**config.mk**
```make
export PLATFORM = sky130hd
export DESIGN_NAME = tile_bram_loader
export DESIGN_NICKNAME = d
export VERILOG_FILES = /design/src/rtl/tile_bram_loader.sv
export SDC_FILE = /design/constraint.sdc
export NUM_CORES = 1
export LEC_CHECK = 0
export ABC_AREA = 1
export BUFFER_PORTS_ARGS = -buffer_cell sky130_fd_sc_hd__buf_4
export CAP_MARGIN = 20
export CORE_AREA = 5 5 138 140
export CTS_BUF_LIST = sky130_fd_sc_hd__clkbuf_4 sky130_fd_sc_hd__clkbuf_8 sky130_fd_sc_hd__clkbuf_16
export CTS_CLUSTER_DIAMETER = 100
export CTS_CLUSTER_SIZE = 24
export DETAILED_ROUTE_END_ITERATION = 16
export DIE_AREA = 0 0 143 145
export SYNTH_ARGS = -nofsm -noshare
export SYNTH_HDL_FRONTEND = slang
export SYNTH_SLANG_ARGS = --single-unit
```
**constraint.sdc**
```tcl
create_clock -name clk -period 1.5 [get_ports clk]
set_input_delay 0.225 -clock clk [delete_from_list [all_inputs] [get_ports clk]]
set_output_delay 0.225 -clock clk [all_outputs]
set_load 0.02 [all_outputs]
```
**src/rtl/tile_bram_loader.sv**
```systemverilog
// Purpose: sweeps a TILE_DIM x TILE_DIM array of tile BRAMs over port A, loading them from a stream or dumping them to one.
// Latency: a load write issues one cycle after its input handshake; a dump word takes 3 cycles (address, read wait, output).
// Backpressure: in_ready only in WR; RD_OUT holds out_data until out_ready. Optional checksum: define TILE_LOADER_CHECKSUM_EN.
module tile_bram_loader #(
    parameter int TILE_DIM = 2,
    parameter int ADDR_W   = 10
) (
    input  logic              clk,
    input  logic              reset,
    input  logic              cmd_valid,
    output logic              cmd_ready,
    input  logic              cmd_write,
    input  logic [ADDR_W-1:0] cmd_len,
    input  logic              in_valid,
    output logic              in_ready,
    input  logic [15:0]       in_data,
    output logic              out_valid,
    input  logic              out_ready,
    output logic [15:0]       out_data,
    input  logic              start_in,
    output logic              start_out,
    output logic              busy,
    output logic              done,
    output logic              external,
    output logic [7:0]        BRAM_i,
    output logic [7:0]        BRAM_j,
    output logic              WEA,
    output logic [ADDR_W-1:0] ADDRA,
    output logic [15:0]       DIA,
    input  logic [15:0]       DOA,
    output logic [15:0]       checksum
);

    typedef enum logic [2:0] {
        S_IDLE    = 3'd0,
        S_WR      = 3'd1,
        S_RD_ADDR = 3'd2,
        S_RD_WAIT = 3'd3,
        S_RD_OUT  = 3'd4,
        S_DONE    = 3'd5
    } state_t;

    localparam logic [7:0] DIM_MAX = 8'(TILE_DIM - 1);

    state_t            state_q, state_d;
    logic [ADDR_W-1:0] len_m1_q, len_m1_d;   // words per BRAM minus one; cmd_len=0 wraps to all ones
    logic [ADDR_W-1:0] addr_q, addr_d;
    logic [7:0]        i_q, i_d;
    logic [7:0]        j_q, j_d;
    logic              wea_q, wea_d;
    logic [ADDR_W-1:0] addra_q, addra_d;
    logic [15:0]       dia_q, dia_d;
    logic [7:0]        bram_i_q, bram_i_d;
    logic [7:0]        bram_j_q, bram_j_d;
    logic [15:0]       out_data_q, out_data_d;

    logic              cmd_hs, in_hs, out_hs;
    logic              addr_last, j_last, i_last, last_word;
    logic [ADDR_W-1:0] addr_nx;
    logic [7:0]        i_nx, j_nx;

    assign cmd_hs    = cmd_valid && (state_q == S_IDLE);
    assign in_hs     = in_valid  && (state_q == S_WR);
    assign out_hs    = out_ready && (state_q == S_RD_OUT);

    assign addr_last = (addr_q == len_m1_q);
    assign j_last    = (j_q == DIM_MAX);
    assign i_last    = (i_q == DIM_MAX);
    assign last_word = addr_last && j_last && i_last;

    // Sweep counters: addr fastest, then j, then i; everything wraps to zero after the final word.
    always_comb begin
        addr_nx = addr_last ? '0 : addr_q + ADDR_W'(1);
        j_nx    = j_q;
        i_nx    = i_q;
        if (addr_last) begin
            j_nx = j_last ? 8'd0 : j_q + 8'd1;
            if (j_last) begin
                i_nx = i_last ? 8'd0 : i_q + 8'd1;
            end
        end
    end

    // Next-state logic of the command FSM.
    always_comb begin
        state_d = state_q;
        case (state_q)
            S_IDLE:    if (cmd_valid) state_d = cmd_write ? S_WR : S_RD_ADDR;
            S_WR:      if (in_valid && last_word) state_d = S_DONE;
            S_RD_ADDR: state_d = S_RD_WAIT;
            S_RD_WAIT: state_d = S_RD_OUT;
            S_RD_OUT:  if (out_ready) state_d = last_word ? S_DONE : S_RD_ADDR;
            S_DONE:    state_d = S_IDLE;
            default:   state_d = S_IDLE;
        endcase
    end

    // Datapath next values: port-A outputs are registered, so a write lands the cycle after its handshake.
    always_comb begin
        len_m1_d   = len_m1_q;
        addr_d     = addr_q;
        i_d        = i_q;
        j_d        = j_q;
        wea_d      = 1'b0;
        addra_d    = addra_q;
        dia_d      = dia_q;
        bram_i_d   = bram_i_q;
        bram_j_d   = bram_j_q;
        out_data_d = out_data_q;
        if (cmd_hs) begin
            len_m1_d = cmd_len - ADDR_W'(1);
            addr_d   = '0;
            i_d      = 8'd0;
            j_d      = 8'd0;
            addra_d  = '0;
            bram_i_d = 8'd0;
            bram_j_d = 8'd0;
        end
        if (in_hs) begin
            // Coordinates travel with the write so the tile sees the BRAM the word belongs to.
            wea_d    = 1'b1;
            addra_d  = addr_q;
            dia_d    = in_data;
            bram_i_d = i_q;
            bram_j_d = j_q;
            addr_d   = addr_nx;
            i_d      = i_nx;
            j_d      = j_nx;
        end
        if (out_hs) begin
            // Address moves only on the output handshake, so a stalled word keeps ADDRA steady.
            addr_d   = addr_nx;
            i_d      = i_nx;
            j_d      = j_nx;
            addra_d  = addr_nx;
            bram_i_d = i_nx;
            bram_j_d = j_nx;
        end
        if (state_q == S_RD_WAIT) begin
            out_data_d = DOA;
        end
    end

    // State and datapath registers with asynchronous active-low reset.
    always_ff @(posedge clk or negedge reset) begin
        if (!reset) begin
            state_q    <= S_IDLE;
            len_m1_q   <= '0;
            addr_q     <= '0;
            i_q        <= 8'd0;
            j_q        <= 8'd0;
            wea_q      <= 1'b0;
            addra_q    <= '0;
            dia_q      <= 16'h0;
            bram_i_q   <= 8'd0;
            bram_j_q   <= 8'd0;
            out_data_q <= 16'h0;
        end else begin
            state_q    <= state_d;
            len_m1_q   <= len_m1_d;
            addr_q     <= addr_d;
            i_q        <= i_d;
            j_q        <= j_d;
            wea_q      <= wea_d;
            addra_q    <= addra_d;
            dia_q      <= dia_d;
            bram_i_q   <= bram_i_d;
            bram_j_q   <= bram_j_d;
            out_data_q <= out_data_d;
        end
    end

`ifdef TILE_LOADER_CHECKSUM_EN
    logic [15:0] csum_q, csum_d;

    // Running sum of every word that crosses either stream during a command; held after done.
    always_comb begin
        csum_d = csum_q;
        if (cmd_hs) begin
            csum_d = 16'h0;
        end else if (in_hs) begin
            csum_d = csum_q + in_data;
        end else if (out_hs) begin
            csum_d = csum_q + out_data_q;
        end
    end

    // Checksum register.
    always_ff @(posedge clk or negedge reset) begin
        if (!reset) begin
            csum_q <= 16'h0;
        end else begin
            csum_q <= csum_d;
        end
    end

    assign checksum = csum_q;
`else
    assign checksum = 16'h0;
`endif

    assign cmd_ready = (state_q == S_IDLE);
    assign in_ready  = (state_q == S_WR);
    assign out_valid = (state_q == S_RD_OUT);
    assign busy      = (state_q != S_IDLE);
    assign done      = (state_q == S_DONE);
    assign external  = busy && !done;
    assign start_out = start_in & ~busy;
    assign BRAM_i    = bram_i_q;
    assign BRAM_j    = bram_j_q;
    assign WEA       = wea_q;
    assign ADDRA     = addra_q;
    assign DIA       = dia_q;
    assign out_data  = out_data_q;

endmodule

```
[After elaboration in Yosys (flattened, before gate mapping)]
Cells that the tools add are included.
W data, S select, Z words.
Storage, ports and cells
  register bits after elaboration: 98
  output and inout port bits: 82
Cells by class
  add/sub/neg operators: 4
  equality and inequality tests: 11
  multiplexer cells: 27
  bitwise logic cells: 2
  reductions and logical operators: 12
Operators with widths (number)
  $mux W8: 14
  $mux W10: 6
  $add A8 B1 Y8 const B: 2
  $eq A8 B1 Y1 const B: 2
  $pmux W3 S5: 1
  $mux W3: 4
  $add A10 B1 Y10 const B: 1
  $eq A10 B10 Y1: 1
  $sub A10 B1 Y10 const B: 1
  $logic_and A1 B1 Y1: 7
  $eq A3 B2 Y1 const B: 2
  $eq A3 B3 Y1 const B: 2
  $reduce_bool A3 Y1: 2
  $ne A2 B1 Y1 const B: 2
  $eq A3 B1 Y1 const B: 1
  $logic_not A3 Y1: 1
  $reduce_and A3 Y1: 1
  $mux W2: 1
  $ne A2 B2 Y1 const B: 1
  $and A1 B1 Y1: 1
  $logic_not A1 Y1: 1
  $mux W1: 1
  $not A1 Y1: 1

[Longest topological paths before layout]
  depth after elaboration: 6
  gate-level depth with buffers: 13

[Least setup slack after synthesis]
OpenSTA, ideal clock, no wires.
  path kind: register to register
  start: reg state_q[1]
  end: reg addra_q[5] (netlist: ADDRA[5])
  library setup time: 0.129 ns
  data arrival time: 1.570 ns
  required time: 1.371 ns
  setup slack: -0.199 ns
  cell stages (with the launch flop): 10
  buffers on the path: 1
  path through: dfrtp_1 nor2_1 inv_1 nor2_2 nand2_2 nand2_2 nor2_2 buf_2 a22oi_1 o31ai_1
Between the ends
  cells in the longest elaborated chain, start to end: 4
Ends and longest elaborated chain
  start: declaration: RTL line 45  | state_t state_q, state_d;
  start signal: assignment: RTL line 159  | state_q <= state_d;
  $eq A3 B1 Y1 *
  named net in_ready: RTL line 15  | output logic in_ready,
  $logic_and A1 B1 Y1 *: RTL line 63  | assign in_hs = in_valid && (state_q == S_WR);
  $mux W10: RTL line 119  | if (in_hs) begin
  $mux W10: RTL line 130  | if (out_hs) begin
  end signal: assignment: RTL line 165  | addra_q <= addra_d;
  end: declaration: RTL line 51  | logic [ADDR_W-1:0] addra_q, addra_d;
Mark *: on every way through the listed nets, which the timed path passes. The rest lies on a longest branch.
A chain may end at the register's enable or synchronous reset.

[Final worst setup path]
  start: reg state_q[0]
  end: out start_out
Between the ends
  cells in the longest elaborated chain, start to end: 3
Ends and longest elaborated chain
  $reduce_bool A3 Y1: RTL line 205  | assign busy = (state_q != S_IDLE);
  $not A1 Y1: RTL line 208  | assign start_out = start_in & ~busy;
  $and A1 B1 Y1: RTL line 208
  end: declaration: RTL line 21  | output logic start_out,
No other way between the ends.

==> results.cfg <==
[outcome]
outcome = complete, but fails checks
violations = setup timing

[cts]
cts_max_level = 3
cts_root_buffer = clkbuf_16
clk_pin_slew_ns = 0.07
cts_tree = built
clock_path_buffers = 2
cts.sinks = 98
insertion_delay_ns = 0.36
numCtsBuffers = 9

[floorplan]
die_width_um = 143
coreArea_um2 = 17700
row_count = 49
io_pins = 131
die_area_um2 = 20700
die_y_um = 145
floorplan.initialDensity_pct = 29.1

[final_layout]
area_growth_pct = 52.1
drive_gt1_share_pct = 41.5
utilization_pct = 44.2
n_fill_cell = 1737
finalNonFillerCells = 1067
antenna_cells = 0
finalInstanceArea_um2 = 7830
final_nets = 889

[drt]
drc = 0
antenna_left = 0
viasPerCell = 4.52
drt-initial-drc-count = 254
via_count = 4828
dr.pass1.iters = 4
wirelength_mm = 15.2
wire_per_inst_um = 14.2

[timing]
period_needed_ns = 1.64
slew_viol_final = 0
finalSetupViolCount = 62
rsz0062_at_grt = yes
finalClockSkew_ns = 0.0101
setup_tns_ns = -5.09
finalCritPeriodShare_pct = 110
layout_setup_ws_ns = -0.143
hold_viol_final = 0
fmax_ghz = 0.609

[pwr]
power.density_nw_per_um2 = 1630
peakVddDrop_uv = 1290
leakagePower_nw = 3.90

[global_route]
grt_overflow = 0
grt_max_degree = 43
grt_first_pass_wirelength_mm = 24.2
grt_use_total_pct = 14.3
antenna_found_initial = 0
grt_pass1_vias = 4827

[synthesis]
synth-main-ff-cell = dfrtp_1
netlist_instances = 634
seq_area_frac_synth_pct = 47.6
ys_warn_count = 0
yosys.cell_types.count = 35
async_flop_share_pct = 100
synth_area_um2 = 5150
synth_edf_count = 0
syn_area_per_cell_um2 = 8.12
ys_seq_elements = 98

[placement]
dp_slack_ns = -0.0795
port_buffers = 114
gp_congestion = 0.810
dpl.hpwl_mm = 10.3
place_area_um2 = 6820
dp.cells = 1028

[setup_path]
cp_cell_sequence = nor2_2 -> inv_2 -> nor2_4 -> buf_6 -> inv_4 -> nor2_4 -> buf_6
slowest_delay_ns = 0.41
crit_path_max_fanout = 4
end_kind = primary output
cp.arrival_ns = 1.42
path_class = register to primary output
reg2reg_setup_slack_ns = -0.11
crit_path_start_kind = register
required_ns = 1.27
cpMaxStageDelayCell = dfrtp_1

[flow_run]
cap_violations = 0

[worst_hold_path]
hold_path_class = input port to register
[worst paths after layout]
kind	start	to	depth (start not counted)
setup / recovery	state_q[0]$_DFFE_PN0P_	start_out	7
hold / removal	in_data[6]	DIA[6]$_DFFE_PN0P_	3
setup reg to reg	state_q[0]$_DFFE_PN0P_	ADDRA[8]$_DFFE_PN0P_	11
hold reg to reg	DIA[1]$_DFFE_PN0P_	DIA[1]$_DFFE_PN0P_	2
max in group asynchronous	reset	state_q[2]$_DFFE_PN0P_	3
min in group asynchronous	reset	j_q[5]$_DFFE_PN0P_	2
[cells in the final DEF (no fill, tap or decap), types with 5 or more instances in the layout]
| cell type | instances |
|---|---|
| nand2_1 | 201 |
| buf_4 | 182 |
| dfrtp_1 | 95 |
| inv_1 | 37 |
| nand3_1 | 35 |
| o21ai_1 | 21 |
| nand2_2 | 18 |
| nor2_1 | 17 |
| a22oi_2 | 17 |
| buf_6 | 17 |
| mux2_2 | 16 |
| conb_1 | 16 |
| o21ai_0 | 14 |
| clkbuf_16 | 12 |
| inv_2 | 11 |
| nor2_4 | 11 |
| nand2_4 | 11 |
| xor2_1 | 10 |
| xnor2_1 | 9 |
| nand4_1 | 9 |
| buf_12 | 9 |
| nand3_2 | 7 |
| o21ai_2 | 7 |
| nor2_2 | 5 |
| o21ai_4 | 5 |
[state kept, by name (all words and copies together), names as in the netlist]
name,flops
out_data,16
WEA,1
addr_q,10
DIA,16
BRAM_j,8
i_q,8
j_q,8
state_q,3
ADDRA,10
BRAM_i,8
len_m1_q,10
[critical path: cells and delay by family, from the launching register on]
kind / cells / cell delay [ns]
buffers and inverters: 4 / 0.35
flip-flops: 1 / 0.41
AND/OR/NAND/NOR: 3 / 0.30
[cell usage after synthesis (4+ instances only)]
master	count	share of area, %
mux2_2	16	3.5
xnor2_1	10	1.7
nand2_2	4	0.49
buf_4	16	2.3
clkbuf_1	6	0.44
o21ai_1	22	2.1
nor2_1	27	2.0
buf_2	15	1.5
dfrtp_1	98	48
nand4_1	9	1.1
nor3_1	4	0.39
a22oi_1	17	2.5
o21ai_2	5	0.85
ha_1	6	1.5
nand3_1	42	4.1
inv_1	45	3.3
a21oi_1	5	0.49
xor2_1	12	2.0
inv_2	5	0.36
nand2_1	227	17
o21ai_0	20	1.9
[final cells by class]
class / count / area (um^2) / share of cell area [%]
timing repair buffer: 212 / 1820 / 23.3
clock inverter: 3 / 46.3 / 0.591
inverter: 52 / 208 / 2.65
tap: 229 / 287 / 3.66
multi-input combinational: 460 / 2740 / 35.0
timing repair inverter: 1 / 6.26 / 0.0799
clock buffer: 12 / 267 / 3.40
sequential: 98 / 2460 / 31.4
[where the power goes]
| group | switching [mW] | internal (mW) |
|---|---|---|
| sequential | 0.484 | 3.38 |
| clock | 1.06 | 1.43 |
| combinational | 3.50 | 2.90 |
| total | 5.05 | 7.71 |
[metrics by stage]
stage	power [mW]	hold slack, ns
after floorplan	6.85	-0.0706
after global placement	9.25	0.160
after detailed placement	9.30	0.159
after CTS	12.3	0.0525
after global routing	13.5	0.0589
final	12.8	0.0640
[per-layer routing]
| layer | vias up | global-route usage [%] | wire length (um) | share of wire (%) |
|---|---|---|---|---|
| met5 | - | 0 | 0 | 0 |
| met3 | 19 | 2.93 | 698 | 4.6 |
| met1 | 2291 | 18.6 | 6740 | 44 |
| li1 | 2415 | - | - | - |
| met4 | 0 | 4.37 | 253 | 1.7 |
| met2 | 103 | 23.9 | 7460 | 49 |
[cell families after synthesis]
kind of cell	Yosys count	synth area share, %
buffers and inverters	91	8.50
multiplexers	16	3.50
AND/OR/NAND/NOR	325	26.4
flip-flops	98	47.6
AO/OA/AOI/OAI	75	8.74
adder cells (fa/ha/maj)	6	1.46
XOR/XNOR	22	3.74
other	1	0.0728
[what timing repair did]
item                                    4_1_cts  5_1_grt
gates resized for setup                      43       85
hold buffers                                  1        0
endpoints found under the hold margin        17        0
setup buffers                                10        8
pin swaps                                     7       17
endpoints found under the setup margin       56       62
cloned                                        0        5
Power figures use the tool's default switching activity.
